==> config.mk <==
export PLATFORM = sky130hd
export DESIGN_NAME = one_byte_uart_rx
export DESIGN_NICKNAME = d
export VERILOG_FILES = /design/src/rtl/uart_pkg.sv /design/src/rtl/uart_baud_tick_gen.sv /design/src/rtl/one_byte_uart_rx.sv
export SDC_FILE = /design/constraint.sdc
export NUM_CORES = 1
export LEC_CHECK = 0
export ABC_AREA = 1
export ABC_CLOCK_PERIOD_IN_PS = 1400
export BUFFER_PORTS_ARGS = -buffer_cell sky130_fd_sc_hd__buf_2
export CAP_MARGIN = 10
export CORE_MARGIN = 5
export CORE_UTILIZATION = 51
export DETAILED_ROUTE_END_ITERATION = 10
export PLACE_DENSITY_LB_ADDON = 0.15
export SLEW_MARGIN = 20
export SYNTH_ARGS = -nofsm -noshare
export SYNTH_HDL_FRONTEND = slang
export SYNTH_SLANG_ARGS = --single-unit
==> constraint.sdc <==
create_clock -name i_clk -period 1.4 [get_ports i_clk]
set_input_delay 0.07 -clock i_clk [delete_from_list [all_inputs] [get_ports i_clk]]
set_output_delay 0.07 -clock i_clk [all_outputs]
set_load 0.05 [all_outputs]
==> src/rtl/uart_pkg.sv <==
// rtl/uart_pkg.sv - shared UART types, constants and baud divider derivation
//
// Purpose : common definitions for the one-byte UART receiver and its
//           transmitter counterpart.
// Contents: uart_rx_state_e - receiver state encoding
//           UART_DATA_BITS  - data bits per frame (8N1)
//           uart_tick_div() - clocks per oversample tick (integer truncation)

package uart_pkg;

  typedef enum logic [1:0] {
    UART_RX_IDLE  = 2'd0,
    UART_RX_START = 2'd1,
    UART_RX_DATA  = 2'd2,
    UART_RX_STOP  = 2'd3
  } uart_rx_state_e;

  localparam int UART_DATA_BITS = 8;

  // Clocks per oversample tick. Truncates, so the real bit rate is never
  // slower than requested; callers must keep the result >= 1.
  function automatic int uart_tick_div(input int clk_freq,
                                       input int baud_rate,
                                       input int oversample);
    return clk_freq / (baud_rate * oversample);
  endfunction

endpackage

==> src/rtl/uart_baud_tick_gen.sv <==
// rtl/uart_baud_tick_gen.sv - free-running divider producing a one-clock tick
//
// Purpose : divides the system clock by TICK_DIV; o_tick is high while the
//           counter sits at its last value. A synchronous clear restarts the
//           count so a receiver can phase-align to a start edge.
// Ports   : i_clk  - system clock (rising edge)
//           i_rst  - synchronous active-high reset
//           i_clr  - synchronous clear of the divider count
//           o_tick - combinational tick, high when count == TICK_DIV-1

module uart_baud_tick_gen #(
  parameter int TICK_DIV = 27
) (
  input  logic i_clk,
  input  logic i_rst,
  input  logic i_clr,
  output logic o_tick
);

  localparam int CW = (TICK_DIV > 1) ? $clog2(TICK_DIV) : 1;
  localparam logic [CW-1:0] LP_LAST = CW'(TICK_DIV - 1);

  logic [CW-1:0] r_div_cnt;

  assign o_tick = (r_div_cnt == LP_LAST);

  always_ff @(posedge i_clk) begin
    if (i_rst || i_clr) begin
      r_div_cnt <= '0;
    end else if (o_tick) begin
      r_div_cnt <= '0;
    end else begin
      r_div_cnt <= r_div_cnt + CW'(1);
    end
  end

endmodule

==> src/rtl/one_byte_uart_rx.sv <==
// rtl/one_byte_uart_rx.sv - oversampling 8N1 UART receiver for a single byte
//
// Purpose : recovers one 8N1 frame from an asynchronous serial line, re-aligns
//           its sample phase on every start edge, rejects glitch starts and
//           flags framing errors.
// Macro   : UART_RX_MAJORITY_EN - when defined, every bit is the 2-of-3 vote of
//           the samples at s = M-1, M, M+1 (decision at M+1); otherwise the
//           single sample at s = M is used (decision at M).
// Ports   : i_clk       - system clock (rising edge)
//           i_rst       - synchronous active-high reset
//           i_rx_in     - asynchronous serial input, idles high
//           o_rx_data   - last correctly framed byte, held until the next one
//           o_rx_valid  - one-clock pulse when o_rx_data is updated
//           o_frame_err - one-clock pulse when the stop bit is sampled low
//           o_rx_busy   - high in every state except IDLE

module one_byte_uart_rx
  import uart_pkg::*;
#(
  parameter int CLK_FREQ   = 50000000,
  parameter int BAUD_RATE  = 115200,
  parameter int OVERSAMPLE = 16
) (
  input  logic                      i_clk,
  input  logic                      i_rst,
  input  logic                      i_rx_in,
  output logic [UART_DATA_BITS-1:0] o_rx_data,
  output logic                      o_rx_valid,
  output logic                      o_frame_err,
  output logic                      o_rx_busy
);

  localparam int TICK_DIV = uart_tick_div(CLK_FREQ, BAUD_RATE, OVERSAMPLE);
  localparam int M        = OVERSAMPLE / 2;
  localparam int SW       = $clog2(OVERSAMPLE);
  localparam int BW       = $clog2(UART_DATA_BITS);

  localparam logic [SW-1:0] LP_S_LAST = SW'(OVERSAMPLE - 1);
`ifdef UART_RX_MAJORITY_EN
  localparam logic [SW-1:0] LP_S_EARLY = SW'(M - 1);
  localparam logic [SW-1:0] LP_S_MID   = SW'(M);
  localparam logic [SW-1:0] LP_S_DEC   = SW'(M + 1);
`else
  localparam logic [SW-1:0] LP_S_DEC   = SW'(M);
`endif
  localparam logic [BW-1:0] LP_BIT_LAST = BW'(UART_DATA_BITS - 1);

  // Registers
  logic                      r_sync1;
  logic                      r_sync2;
  logic                      r_sync_d;
  uart_rx_state_e            r_state;
  logic [SW-1:0]             r_s;
  logic [BW-1:0]             r_bit_idx;
  logic [UART_DATA_BITS-1:0] r_shift;
  logic [UART_DATA_BITS-1:0] r_rx_data;
  logic                      r_rx_valid;
  logic                      r_frame_err;
`ifdef UART_RX_MAJORITY_EN
  logic                      r_samp_early;
  logic                      r_samp_mid;
`endif

  // Combinational signals
  uart_rx_state_e w_state_next;
  logic           w_tick;
  logic           w_fall;
  logic           w_dec_tick;
  logic           w_wrap;
  logic           w_bit_val;
  logic           w_clr;
  logic           w_bit_clr;
  logic           w_bit_inc;
  logic           w_shift_en;
  logic           w_load;
  logic           w_set_valid;
  logic           w_set_ferr;

  uart_baud_tick_gen #(
    .TICK_DIV (TICK_DIV)
  ) u_tick_gen (
    .i_clk  (i_clk),
    .i_rst  (i_rst),
    .i_clr  (w_clr),
    .o_tick (w_tick)
  );

  // Edge seen on the synchronised line only, so metastability never reaches
  // the state machine.
  assign w_fall     = r_sync_d & ~r_sync2;
  assign w_dec_tick = w_tick && (r_s == LP_S_DEC);
  assign w_wrap     = w_tick && (r_s == LP_S_LAST);

`ifdef UART_RX_MAJORITY_EN
  // The third vote is the live synchronised sample at tick M+1.
  assign w_bit_val = (r_samp_early & r_samp_mid) |
                     (r_samp_early & r_sync2)    |
                     (r_samp_mid   & r_sync2);
`else
  assign w_bit_val = r_sync2;
`endif

  // Synchroniser and edge register; idle-high reset avoids a false edge.
  always_ff @(posedge i_clk) begin
    if (i_rst) begin
      r_sync1  <= 1'b1;
      r_sync2  <= 1'b1;
      r_sync_d <= 1'b1;
    end else begin
      r_sync1  <= i_rx_in;
      r_sync2  <= r_sync1;
      r_sync_d <= r_sync2;
    end
  end

  // State register
  always_ff @(posedge i_clk) begin
    if (i_rst) begin
      r_state <= UART_RX_IDLE;
    end else begin
      r_state <= w_state_next;
    end
  end

  // Next-state and datapath control
  always_comb begin
    w_state_next = r_state;
    w_clr        = 1'b0;
    w_bit_clr    = 1'b0;
    w_bit_inc    = 1'b0;
    w_shift_en   = 1'b0;
    w_load       = 1'b0;
    w_set_valid  = 1'b0;
    w_set_ferr   = 1'b0;

    case (r_state)
      UART_RX_IDLE: begin
        if (w_fall) begin
          w_clr        = 1'b1;
          w_bit_clr    = 1'b1;
          w_state_next = UART_RX_START;
        end
      end

      UART_RX_START: begin
        if (w_dec_tick && w_bit_val) begin
          // Line was high again at mid-bit: a glitch, not a start bit.
          w_state_next = UART_RX_IDLE;
        end else if (w_wrap) begin
          w_state_next = UART_RX_DATA;
        end
      end

      UART_RX_DATA: begin
        if (w_dec_tick) begin
          w_shift_en = 1'b1;
        end
        if (w_wrap) begin
          if (r_bit_idx == LP_BIT_LAST) begin
            w_state_next = UART_RX_STOP;
          end else begin
            w_bit_inc = 1'b1;
          end
        end
      end

      UART_RX_STOP: begin
        // Leave at mid-stop so a following start edge can be caught.
        if (w_dec_tick) begin
          if (w_bit_val) begin
            w_load      = 1'b1;
            w_set_valid = 1'b1;
          end else begin
            w_set_ferr  = 1'b1;
          end
          w_state_next = UART_RX_IDLE;
        end
      end

      default: begin
        w_state_next = UART_RX_IDLE;
      end
    endcase
  end

  // Sample counter, bit index, shift register and output registers
  always_ff @(posedge i_clk) begin
    if (i_rst) begin
      r_s         <= '0;
      r_bit_idx   <= '0;
      r_shift     <= '0;
      r_rx_data   <= '0;
      r_rx_valid  <= 1'b0;
      r_frame_err <= 1'b0;
    end else begin
      if (w_clr) begin
        r_s <= '0;
      end else if (w_tick && (r_state != UART_RX_IDLE)) begin
        r_s <= (r_s == LP_S_LAST) ? '0 : r_s + SW'(1);
      end

      if (w_bit_clr) begin
        r_bit_idx <= '0;
      end else if (w_bit_inc) begin
        r_bit_idx <= r_bit_idx + BW'(1);
      end

      // LSB arrives first, so shift right and insert at the MSB.
      if (w_shift_en) begin
        r_shift <= {w_bit_val, r_shift[UART_DATA_BITS-1:1]};
      end

      if (w_load) begin
        r_rx_data <= r_shift;
      end

      r_rx_valid  <= w_set_valid;
      r_frame_err <= w_set_ferr;
    end
  end

`ifdef UART_RX_MAJORITY_EN
  // Capture the two early votes; the late vote is taken live.
  always_ff @(posedge i_clk) begin
    if (i_rst) begin
      r_samp_early <= 1'b1;
      r_samp_mid   <= 1'b1;
    end else if (w_tick && (r_state != UART_RX_IDLE)) begin
      if (r_s == LP_S_EARLY) begin
        r_samp_early <= r_sync2;
      end
      if (r_s == LP_S_MID) begin
        r_samp_mid <= r_sync2;
      end
    end
  end
`endif

  assign o_rx_data   = r_rx_data;
  assign o_rx_valid  = r_rx_valid;
  assign o_frame_err = r_frame_err;
  assign o_rx_busy   = (r_state != UART_RX_IDLE);

endmodule

# [Yosys cells after proc, flatten, opt, wreduce, memory -nomap -nowiden]
# Index checks and enable logic that the tools add are counted.
[word_totals] register_bits=35 inputBits=3 output_inout_bits=11 wordCells=60
[op_classes] add_sub_neg=3 n_eq_ne=12 mux=19 n_bitwise=4 reduce_logical=11
[op_table] operator="2-to-1 mux 2 bit" count=6
[op_table] operator="2-to-1 mux 1 bit" count=11
[op_table] operator="equality test 4 bit (second input constant)" count=2
[op_table] operator="inequality test 2 bit (second input constant)" count=4
[op_table] operator="case mux 2 bit (4 select lines)" count=1
[op_table] operator="adder 5 x 1 -> 5 bit (second input constant)" count=1
[op_table] operator="equality test 5 bit (second input constant)" count=1
[op_table] operator="AND reduction 5 bit" count=1
[op_table] operator="adder 4 x 1 -> 4 bit (second input constant)" count=1
[op_table] operator="equality test 2 bit (second input constant)" count=2
[op_table] operator="logical AND 1 bit" count=4
[op_table] operator="2-to-1 mux 4 bit" count=1
[op_table] operator="OR reduction 2 bit" count=2
[op_table] operator="adder 3 x 1 -> 3 bit (second input constant)" count=1
[op_table] operator="equality test 3 bit (second input constant)" count=1
[op_table] operator="inequality test 3 bit (second input constant)" count=1
[op_table] operator="NOT 1 bit" count=3
[op_table] operator="OR reduction 3 bit" count=1
[op_table] operator="equality test 2 x 1 -> 1 bit (second input constant)" count=1
[op_table] operator="zero test 2 bit" count=1
[op_table] operator="nonzero test 2 bit" count=1
[op_table] operator="AND 1 bit" count=1
[op_table] operator="logical OR 1 bit" count=1

# [Longest topological paths before layout]
# Gate-level depths: netlist (run 1).
[logic_depth] word_depth=6 depth_mapped=11 ltp_nobuf=11

# [Modules after synthesis]
# From an unflattened synthesis (run 1), not the netlist that was laid out.
[unflattened] cells_unflattened=193 hier_area_um2=1545.2
[by_module_without_submodules] mod="one_byte_uart_rx" instances=1 cells_each=160 area_each_um2=1295.0 seq_area_each_um2=600.6
[by_module_without_submodules] mod="uart_baud_tick_gen" instances=1 cells_each=33 area_each_um2=250.2 seq_area_each_um2=100.1

# [Least setup slack after synthesis (run 1)]
# No wires, ideal clock.
[synth_timing] kind="register to register" start="register r_state[0]" end="register r_s[3]" setup_ns=0.121 t_arrival_ns=1.348 required_ns=1.279 setup_slack_ns=-0.070 path_stages_with_launch=8 path_buffers=0 synth_period_minus_slack_ns=1.470 path_cell_list="dfxtp_1 > nor2_1 > inv_1 > nand2_1 > inv_1 > nand4_1 > xor2_1 > nor2_1"
[synth_between] elab_cells_between_ends=5 classes_between="mux (1); reduce/logical (4)"
[synth_lines] item="start, declared" line_no="one_byte_uart_rx.sv:52" text="uart_rx_state_e r_state;"
[synth_lines] item="start signal, assigned" line_no="one_byte_uart_rx.sv:121" text="r_state <= w_state_next;"
[synth_lines] item="nonzero test 2 bit"
[synth_lines] item="via o_rx_busy" line_no="one_byte_uart_rx.sv:30" text="output logic o_rx_busy"
[synth_lines] item="logical AND 1 bit" line_no="one_byte_uart_rx.sv:198" text="end else if (w_tick && (r_state != UART_RX_IDLE)) begin"
[synth_lines] item="end signal, assigned" line_no="one_byte_uart_rx.sv:199" text="r_s <= (r_s == LP_S_LAST) ? '0 : r_s + SW'(1);"
[synth_lines] item="end, declared" line_no="one_byte_uart_rx.sv:53" text="logic [SW-1:0] r_s;"
# The timed path passes the listed nets, and every way through them passes these cells.
# A chain may end at the register's enable or synchronous reset.

# [Worst setup path in the final report (run 1)]
[layout_timing] start="register r_s[0]" end="register r_rx_data[6] (netlist: o_rx_data[6])"
[layout_between] elab_chain_cells=4
[layout_lines] item="equality test 4 bit" line_no="one_byte_uart_rx.sv:91" text="assign w_dec_tick = w_tick && (r_s == LP_S_DEC);"
[layout_lines] item="logical AND 1 bit" line_no="one_byte_uart_rx.sv:91"
[layout_lines] item="2-to-1 mux 1 bit" line_no="one_byte_uart_rx.sv:169" text="if (w_dec_tick) begin"
[layout_lines] item="2-to-1 mux 1 bit" line_no="one_byte_uart_rx.sv:136" text="case (r_state)"
[layout_lines] item="end signal, assigned" line_no="one_byte_uart_rx.sv:214" text="r_rx_data <= r_shift;"
[layout_lines] item="end, declared" line_no="one_byte_uart_rx.sv:56" text="logic [UART_DATA_BITS-1:0] r_rx_data;"
# Every way passes these cells.

==> out/results.tsv, run 1 <==
stage	metric	value	unit
status	status	finished with violations	
status	violations	setup timing	
finish	layout_commonest_cell	dfxtp_1	
timing	tightest_slew	357.4	ps
worst_hold_path	min_path_type	in -> reg	
clock_tree	h-tree-depth	2	
worst_hold_path	min_from	i_rst	
clock_tree	root_buffer	clkbuf_4	
finish	num_antenna_cells	0	
pwr	ir_drop	0.001359	V
timing	timing.final.crit_share	1.064	
placement	gp_congestion	0.7842	
route	first_pass_iters	4	
critical_path	r2r_slack	-90	ps
floorplanning	dieHeight	63.94	um
timing	fin_worst_skew	12.29	ps
timing	hold_viol_final	0	
critical_path	reg2reg_depth	9	
critical_path	startpoint_type	register	
floorplanning	die_w	63.94	um
floorplanning	coreArea	2781	um2
route	drtIter0Drc	32	
critical_path	endpoint_kind	register	
finish	drive_gt1_frac	0.4541	
clock_tree	cts_tree	done	
timing	fin_crit	1489	ps
critical_path	worstPathMaxFanout	7	
floorplanning	die_area	4088	um2
timing	slew_headroom	0.7612	
finish	num-nets-final	226	
placement	place_inst	228	
critical_path	path_buf_inv	3	
clock_tree	clock-sinks	35	
pwr	powerDensity	1010	nW/um2
global_route	grt_usage	0.1719	
floorplanning	row_count	19	
global_route	grt_pass1_wl	5692	um
route	drc_errors	0	
pwr	p_leak	0.9004	nW
critical_path	r2r-start	r_s[0]	
yosys	synth_seq_cells	35	
floorplanning	ios	14	
critical_path	arrival	1770	ps
critical_path	cp_slowest_cell	dfxtp_2	
global_route	grt_max_degree	17	
timing	finalSetupViolations	14	
yosys	ys_warn_count	0	
worst_hold_path	whs_path_depth	4	
yosys	yosys.cell_types.count	25	
route	via_count	1297	
timing	fmax	0.6716	GHz
worst_hold_path	worst_hold_path.endpoint	r_bit_idx[0]	
route	drtAntennaViolNets	0	
global_route	antenna_found_initial	0	
clock_tree	clk_path_buf_depth	2	
yosys	syn_area	1484	um2
finish	mostFrequentLayoutCells	29 x dfxtp_1, 18 x nor2_1, 18 x inv_1	
critical_path	cpPeakStageDelay	350	ps
finish	final_core_util	0.7454	
pwr	p_total	2.094	mW
finish	stdcell_count	249	
critical_path	path_cells	inv_2, ha_4, nand3_4, buf_6, nand3b_4, nor2_8, buf_12, nor2_2, a211oi_2	
flow_run	maxCapViolCount	0	
clock_tree	clkLatencyLatePin	340	ps
floorplanning	start_util	0.5335	
yosys	syn_avg_cell_area	8.480	um2
route	viasPerCell	5.209	
critical_path	startpoint	r_s[0]	
critical_path	critPathKind	reg -> reg	
yosys	postSynthCellCount	175	
finish	syn_to_final_growth	39.71	%
timing	drv_slew	0	
critical_path	r2r-end	o_rx_data[6]	
global_route	grt_pass1_vias	1352	
finish	nFillCells	191	
timing	rsz0062_at_grt	true	
yosys	seq_area_frac_synth	0.4722	
global_route	gr-total-overflow	0	
clock_tree	numCtsBuffers	5	
yosys	syn_nets	184	
route	routedWlPerCell	13.93	um
critical_path	critPathTopFamily	simple AND/OR/NAND/NOR gates	
critical_path	crit_required	1680	ps
placement	port_buffers	13	
timing	fin_ws	-88.90	ps
route	wl	3469	um
placement	dp_hpwl	2073	um
clock_tree	clk_pin_slew	120	ps
==> through the flow <==
step	setup slack [ps]	instance area, um2	TNS, ps	hold WS [ps]
final	-88.90	2073	-689.3	77.49
after global routing	-185.2	2073	-2852	95.69
after CTS	-86.16	1919	-639.7	81.51
after detailed placement	-126.1	1647	-1228	260.5
after global placement	-75.39	1647	-536.4	254.9
after floorplan	16.20	1484	0	173.8
==> synth_stat cells, drive strengths merged <==
cell type	n	area [um2]
a211oi	8	70.06
a21oi	13	65.06
buf	2	31.28
clkbuf	2	7.510
dfxtp	35	700.7
ha	6	75.07
inv	25	93.84
nand2	22	92.58
nand3	7	35.03
nand3b	2	27.53
nand4	3	18.77
nor2	29	142.6
nor3	1	5.000
o21ai	13	65.06
or2	3	18.77
xnor2	1	8.760
xor2	3	26.28
==> worst max path at each step <==
| stage | to | slack [ps] | cells after the start |
|---|---|---|---|
| 2_1_floorplan | register | 20 | 11 |
| 3_3_place_gp | o_rx_data[2] | -80 | 8 |
| 3_5_place_dp | o_rx_data[2] | -130 | 8 |
| 4_1_cts | o_rx_data[2] | -90 | 8 |
| 5_1_grt | o_rx_data[0] | -190 | 8 |
| 6_report | o_rx_data[6] | -90 | 9 |
==> where the power goes <==
part / internal [mW] / switching, mW / leakage, nW / total [mW]
Clock: 0.555 / 0.355 / 0.0514 / 0.910
Sequential: 1.01 / 0.0156 / 0.286 / 1.03
Combinational: 0.0616 / 0.0951 / 0.563 / 0.157
Total: 1.63 / 0.466 / 0.900 / 2.09
==> sequential cells by signal, summed over array words and instances, names as in the netlist, named ones only <==
signal                flops
r_sync_d                  1
r_sync2                   1
r_state                   1
u_tick_gen.r_div_cnt      5
o_frame_err               1
r_bit_idx                 3
o_rx_valid                1
r_s                       4
r_shift                   8
r_sync1                   1
o_rx_data                 8
==> area by class of cell <==
cell class,count,area [um2],area share
multi-input cells,112,834.6,0.4025
flip-flops and latches,35,708.2,0.3416
repair buffers,38,290.3,0.1400
inverters,25,96.34,0.04647
clock inverters,3,67.56,0.03259
well taps,31,38.79,0.01871
clock buffers,5,37.54,0.01810
==> kinds of logic (layout without fill, tap and decap cells) <==
logic type / Yosys count / in the layout / share of synthesized area
adders and majority gates: 6 / 6 / 0.05059
buffers and inverters: 29 / 71 / 0.08938
DFF: 35 / 35 / 0.4722
xor gates and xnor gates: 4 / 4 / 0.02361
and+or+nand+nor: 67 / 68 / 0.2293
AOI/OAI and AO/OA: 34 / 34 / 0.1349
==> worst min-delay path: cells and delay by family <==
family                 cells  cell delay, ps
buffers and inverters      2             150
AOI/OAI and AO/OA          1             110
and+or+nand+nor            1              60
==> metal layers <==
metal  GRT usage  share of wire
met5           0              0
met4     0.09091          0.022
met3     0.04028          0.028
met2      0.2990           0.53
met1      0.1922           0.42
==> timing repair <==
action	CTS	global route
cloned	1	0
pin swaps	13	15
hold buffers	1	0
gates resized for setup	19	47
setup endpoints to repair	27	33
buffers inserted	9	2
endpoints found under the hold margin	1	0
Power figures use the tool's default switching activity.
==> run 2, diff against run 1 <==
- ABC_AREA: 1 -> not set
==> out/results.tsv, run 2 <==
stage	metric	value	unit
finish	drive_gt1_frac	0.4500	
pwr	p_leak	0.9522	nW
finish	num-nets-final	208	
finish	syn_to_final_growth	40.59	%
placement	dp_hpwl	2292	um
critical_path	startpoint_type	register	
pwr	powerDensity	907.5	nW/um2
global_route	grt_pass1_wl	5768	um
route	via_count	1287	
critical_path	arrival	1840	ps
timing	fin_crit	1569	ps
global_route	gr-total-overflow	0	
timing	slew_headroom	0.7889	
critical_path	path_buf_inv	2	
route	first_pass_iters	4	
finish	seq_area	708.2	um2
critical_path	critPathTopFamily	simple AND/OR/NAND/NOR gates	
status	violations	setup timing	
timing	fin_setup_tns	-3021	ps
floorplanning	coreArea	2758	um2
route	drtIter0Drc	49	
global_route	grt_usage	0.1821	
clock_tree	cts_tree	done	
timing	timing.final.crit_share	1.121	
yosys	synth-edff-count	0	
clock_tree	clock-sinks	35	
critical_path	cpPeakStageDelay	480	ps
floorplanning	die_w	63.81	um
timing	fin_ws	-168.8	ps
timing	tightest_slew	316.6	ps
global_route	grt_pass1_vias	1300	
yosys	yosys-top-cells-count	35 x dfxtp_1, 20 x nand2_1, 16 x mux2i_1	
clock_tree	clk_path_buf_depth	2	
finish	mostFrequentLayoutCells	29 x dfxtp_1, 29 x buf_4, 20 x nand2_1	
route	viasPerCell	5.571	
yosys	yosys.cell_types.count	33	
critical_path	worstPathMaxFanout	6	
clock_tree	clkLatencyLatePin	340	ps
floorplanning	die_area	4071	um2
route	routedWlPerCell	15.04	um
yosys	synth_ff_type	dfxtp_1	
route	drtAntennaViolNets	0	
yosys	postSynthCellCount	150	
global_route	grt_max_degree	20	
floorplanning	ios	14	
timing	finalSetupViolations	30	
worst_hold_path	min_path_type	reg -> reg	
placement	gp_congestion	0.8380	
timing	fmax	0.6374	GHz
critical_path	cp_slowest_cell	or4_4	
placement	pre_cts_ws	-199.5	ps
clock_tree	h-tree-depth	2	
finish	nFillCells	200	
floorplanning	row_count	19	
finish	num_antenna_cells	0	
yosys	synthArstFlopShare	0	
finish	multi_input_area	875.8	um2
yosys	synthTopCellsByArea	dfxtp_1 47%, mux2i_1 11%, ha_1 5.1%	
floorplanning	start_util	0.5354	
yosys	synth_top_area_share	0.4746	
floorplanning	dieHeight	63.81	um
pwr	ir_drop	0.001012	V
timing	rsz0062_at_grt	true	
yosys	ys_warn_count	0	
clock_tree	numCtsBuffers	5	
timing	drv_slew	0	
route	wl	3474	um
critical_path	endpoint_kind	register	
yosys	syn_avg_cell_area	9.843	um2
placement	port_buffers	13	
yosys	synth_seq_cells	35	
clock_tree	clk_pin_slew	100	ps
status	status	finished with violations	
critical_path	path_cells	inv_2, ha_4, nand4b_4, buf_6, or4_4, a211oi_2	
yosys	syn_area	1476	um2
finish	final_core_util	0.7527	
timing	fin_worst_skew	6.659	ps
critical_path	crit_required	1670	ps
route	drc_errors	0	
yosys	yosys.cell_count.top_type	dfxtp_1	
critical_path	critPathKind	reg -> reg	
yosys	syn_nets	159	
flow_run	maxCapViolCount	0	
timing	hold_viol_final	0	
yosys	seq_area_frac_synth	0.4746	
clock_tree	root_buffer	clkbuf_4	
global_route	antenna_found_initial	0	
yosys	synth_area_leader_cell	dfxtp_1	
==> run 2: cell count changes after synthesis, moves of 4 or more <==
cell | previous run | this run
a21oi_1 | 13 | 7
or4_1 | 0 | 4
o21ai_0 | 13 | 1
nand2_2 | 4 | 0
mux2i_1 | 0 | 16
nor2_1 | 23 | 4
a211oi_1 | 6 | 1
o31ai_1 | 0 | 6
nor2_2 | 4 | 0
nor3_1 | 1 | 7
inv_1 | 24 | 7
==> run 2: final timing paths <==
path / startpoint / endpoint / slack (ps) / depth (start not counted)
worst max-delay path: u_tick_gen.r_div_cnt[0] / r_s[3] / -170 / 6
worst min-delay path: r_sync1 / r_sync2 / 420 / 1
worst max register to register: u_tick_gen.r_div_cnt[0] / r_s[3] / -170 / 6
worst min register to register: r_sync1 / r_sync2 / 420 / 1
==> run 2: layout make-up <==
cell class	instances	area share
Clock buffer	6	0.02471
Clock inverter	2	0.01688
Inverter	8	0.01447
Multi-Input combinational cell	102	0.4219
Sequential cell	35	0.3412
Tap cell	31	0.01869
Timing Repair Buffer	47	0.1621
==> run 2: timing repair <==
item,CTS,global route
endpoints found under the hold margin,3,0
resized for setup,18,9
buffers inserted,5,0
pin swaps,9,7
endpoints found under the setup margin,26,33
hold buffers,2,0
gates cloned,1,0
==> run 2: layer usage <==
metal / track usage / vias to the layer above / routed length (um)
li1: - / 636 / -
met1: 0.1926 / 620 / 1428
met2: 0.3291 / 26 / 1828
met3: 0.06130 / 5 / 151
met4: 0.07013 / 0 / 65
met5: 0 / - / 0
==> run 2: power breakdown <==
group / internal [mW] / switching (mW)
sequential: 1.01 / 0.0105
combinational: 0.0498 / 0.0572
clock: 0.422 / 0.336
==> run 2: cells by family after synthesis <==
| kind of cell | Yosys count | synth area share |
|---|---|---|
| DFF | 35 | 0.4746 |
| xor gates and xnor gates | 3 | 0.01780 |
| muxes | 16 | 0.1085 |
| adders and majority gates | 6 | 0.05085 |
| buffers and inverters | 14 | 0.04661 |
| and+or+nand+nor | 57 | 0.2169 |
| AOI/OAI and AO/OA | 19 | 0.08475 |
==> run 2: worst reg2reg max path, stage by stage, from the launching register on <==
cell and delay [ps]:
dfxtp_2 340, inv_2 60, ha_4 140, nand4b_4 140, buf_6 170, or4_4 480
a211oi_2 180
==> run 2: stage by stage <==
stage	hold slack [ps]	cells	total power, mW	cell area, um2
after floorplan	142.4	150	1.095	1538
after global placement	251.6	216	1.129	1813
after detailed placement	257.1	216	1.133	1813
after CTS	424.8	232	1.900	2046
after global routing	457.1	231	1.966	2076
final	418.4	231	1.884	2076
==> run 3, diff against run 2 <==
- BUFFER_PORTS_ARGS: -buffer_cell sky130_fd_sc_hd__buf_2 -> -buffer_cell sky130_fd_sc_hd__buf_4
==> out/results.tsv, run 3 (synthesis results as in run 2) <==
stage	metric	value	unit
timing	fin_setup_tns	-3496	ps
global_route	antenna_found_initial	0	
clock_tree	clk_pin_slew	120	ps
floorplanning	ios	14	
timing	whs	426.0	ps
clock_tree	root_buffer	clkbuf_4	
critical_path	arrival	1780	ps
status	violations	setup timing	
floorplanning	start_util	0.5354	
route	wl	3598	um
timing	fin_ws	-159.9	ps
route	viasPerCell	5.607	
critical_path	r2r-end	o_rx_data[2]	
finish	final_core_util	0.8122	
global_route	grt_pass1_wl	5809	um
global_route	grt_usage	0.1770	
pwr	powerDensity	916.5	nW/um2
critical_path	r2r-start	u_tick_gen.r_div_cnt[0]	
route	first_pass_iters	4	
timing	timing.final.crit_share	1.114	
critical_path	startpoint	u_tick_gen.r_div_cnt[0]	
floorplanning	die_w	63.81	um
route	drtAntennaViolNets	0	
floorplanning	coreArea	2758	um2
finish	syn_to_final_growth	51.70	%
route	drtIter0Drc	58	
timing	fin_crit	1560	ps
floorplanning	die_area	4071	um2
global_route	gr-total-overflow	0	
worst_hold_path	min_from	r_sync1	
placement	gp_congestion	0.8226	
flow_run	maxCapViolCount	0	
finish	layout_commonest_cell	buf_4	
critical_path	startpoint_type	register	
timing	slew_headroom	0.7329	
finish	mostFrequentLayoutCells	36 x buf_4, 28 x dfxtp_1, 20 x nand2_1	
route	via_count	1312	
worst_hold_path	whs_path_depth	1	
critical_path	worstPathMaxFanout	9	
finish	num_antenna_cells	0	
clock_tree	clkLatencyLatePin	340	ps
critical_path	endpoint_kind	register	
status	status	finished with violations	
timing	fin_worst_skew	16.04	ps
route	drc_errors	0	
global_route	grt_max_degree	20	
placement	port_buffers	13	
clock_tree	clock-sinks	35	
clock_tree	clk_path_buf_depth	2	
timing	fmax	0.6411	GHz
floorplanning	row_count	19	
critical_path	r2r_slack	-160	ps
worst_hold_path	min_path_type	reg -> reg	
pwr	p_leak	0.9967	nW
finish	num-nets-final	211	
timing	rsz0062_at_grt	true	
critical_path	reg2reg_depth	5	
timing	finalSetupViolations	33	
worst_hold_path	worst_hold_path.endpoint	r_sync2	
placement	dp_hpwl	2321	um
global_route	grt_pass1_vias	1389	
critical_path	crit_required	1620	ps
floorplanning	dieHeight	63.81	um
clock_tree	cts_tree	done	
pwr	ir_drop	0.001040	V
timing	hold_viol_final	0	
timing	drv_slew	0	
clock_tree	h-tree-depth	2	
clock_tree	numCtsBuffers	5	
timing	tightest_slew	400.7	ps
finish	drive_gt1_frac	0.4828	
critical_path	critPathKind	reg -> reg	
route	routedWlPerCell	15.38	um
## run 3: cell count changes in the layout (fill, tap and decap cells not counted), sizes merged
cell	change
dlygate4sd3	+1
clkinv	-1
bufinv	+1
buf	+3
or4	-1
## run 3: worst max-delay path: stages (launching register included)
cell and delay, ps:
dfxtp_2 340, inv_2 50, ha_4 130, nand4b_4 130, or4_4 650, mux2i_1 160
## run 3: what timing repair did
action / in CTS / in global routing
buffers inserted: 6 / 2
gates resized for setup: 26 / 21
endpoints found under the setup margin: 26 / 32
pin swaps: 16 / 9
endpoints found under the hold margin: 5 / 0
hold buffers: 3 / 0
## run 3: how the worst max path moves through the flow
stage / endpoint / slack [ps]
CTS: r_shift[4] / -170
finish: o_rx_data[2] / -160
global placement: r_s[3] / -130
global route: r_shift[2] / -230
detailed placement: r_s[3] / -210
floorplan: o_rx_data[1] / -120
## run 3: cell type report
type,instances,area [um2]
multi-input combinational,101,918.4
timing repair buffer,51,439.2
clock buffer,6,41.29
inverter,8,30.03
fill,165,518.0
sequential,35,711.9
clock inverter,2,60.06
tap,31,38.79
## run 3: power breakdown
part | switching (mW) | leakage (nW) | internal, mW
sequential | 0.0118 | 0.286 | 1.01
combinational | 0.0644 | 0.658 | 0.0707
clock | 0.340 | 0.0525 | 0.557
total | 0.416 | 0.997 | 1.64
## run 3: per-stage QoR
step	setup WS [ps]	cells	power [mW]	instance area, um2
2_1_floorplan	-121.2	150	1.095	1538
3_3_place_gp	-133.3	216	1.136	1846
3_5_place_dp	-207.9	216	1.140	1846
4_1_cts	-172.0	233	2.047	2128
5_1_grt	-230.9	234	2.141	2240
6_report	-159.9	234	2.053	2240
## run 3: per-layer routing
layer / vias to the layer above / GRT usage / routed length, um
met1: 618 / 0.1839 / 1423
li1: 645 / - / -
met4: 0 / 0.07532 / 89
met2: 38 / 0.3191 / 1897
met5: - / 0 / 0
met3: 11 / 0.06130 / 187
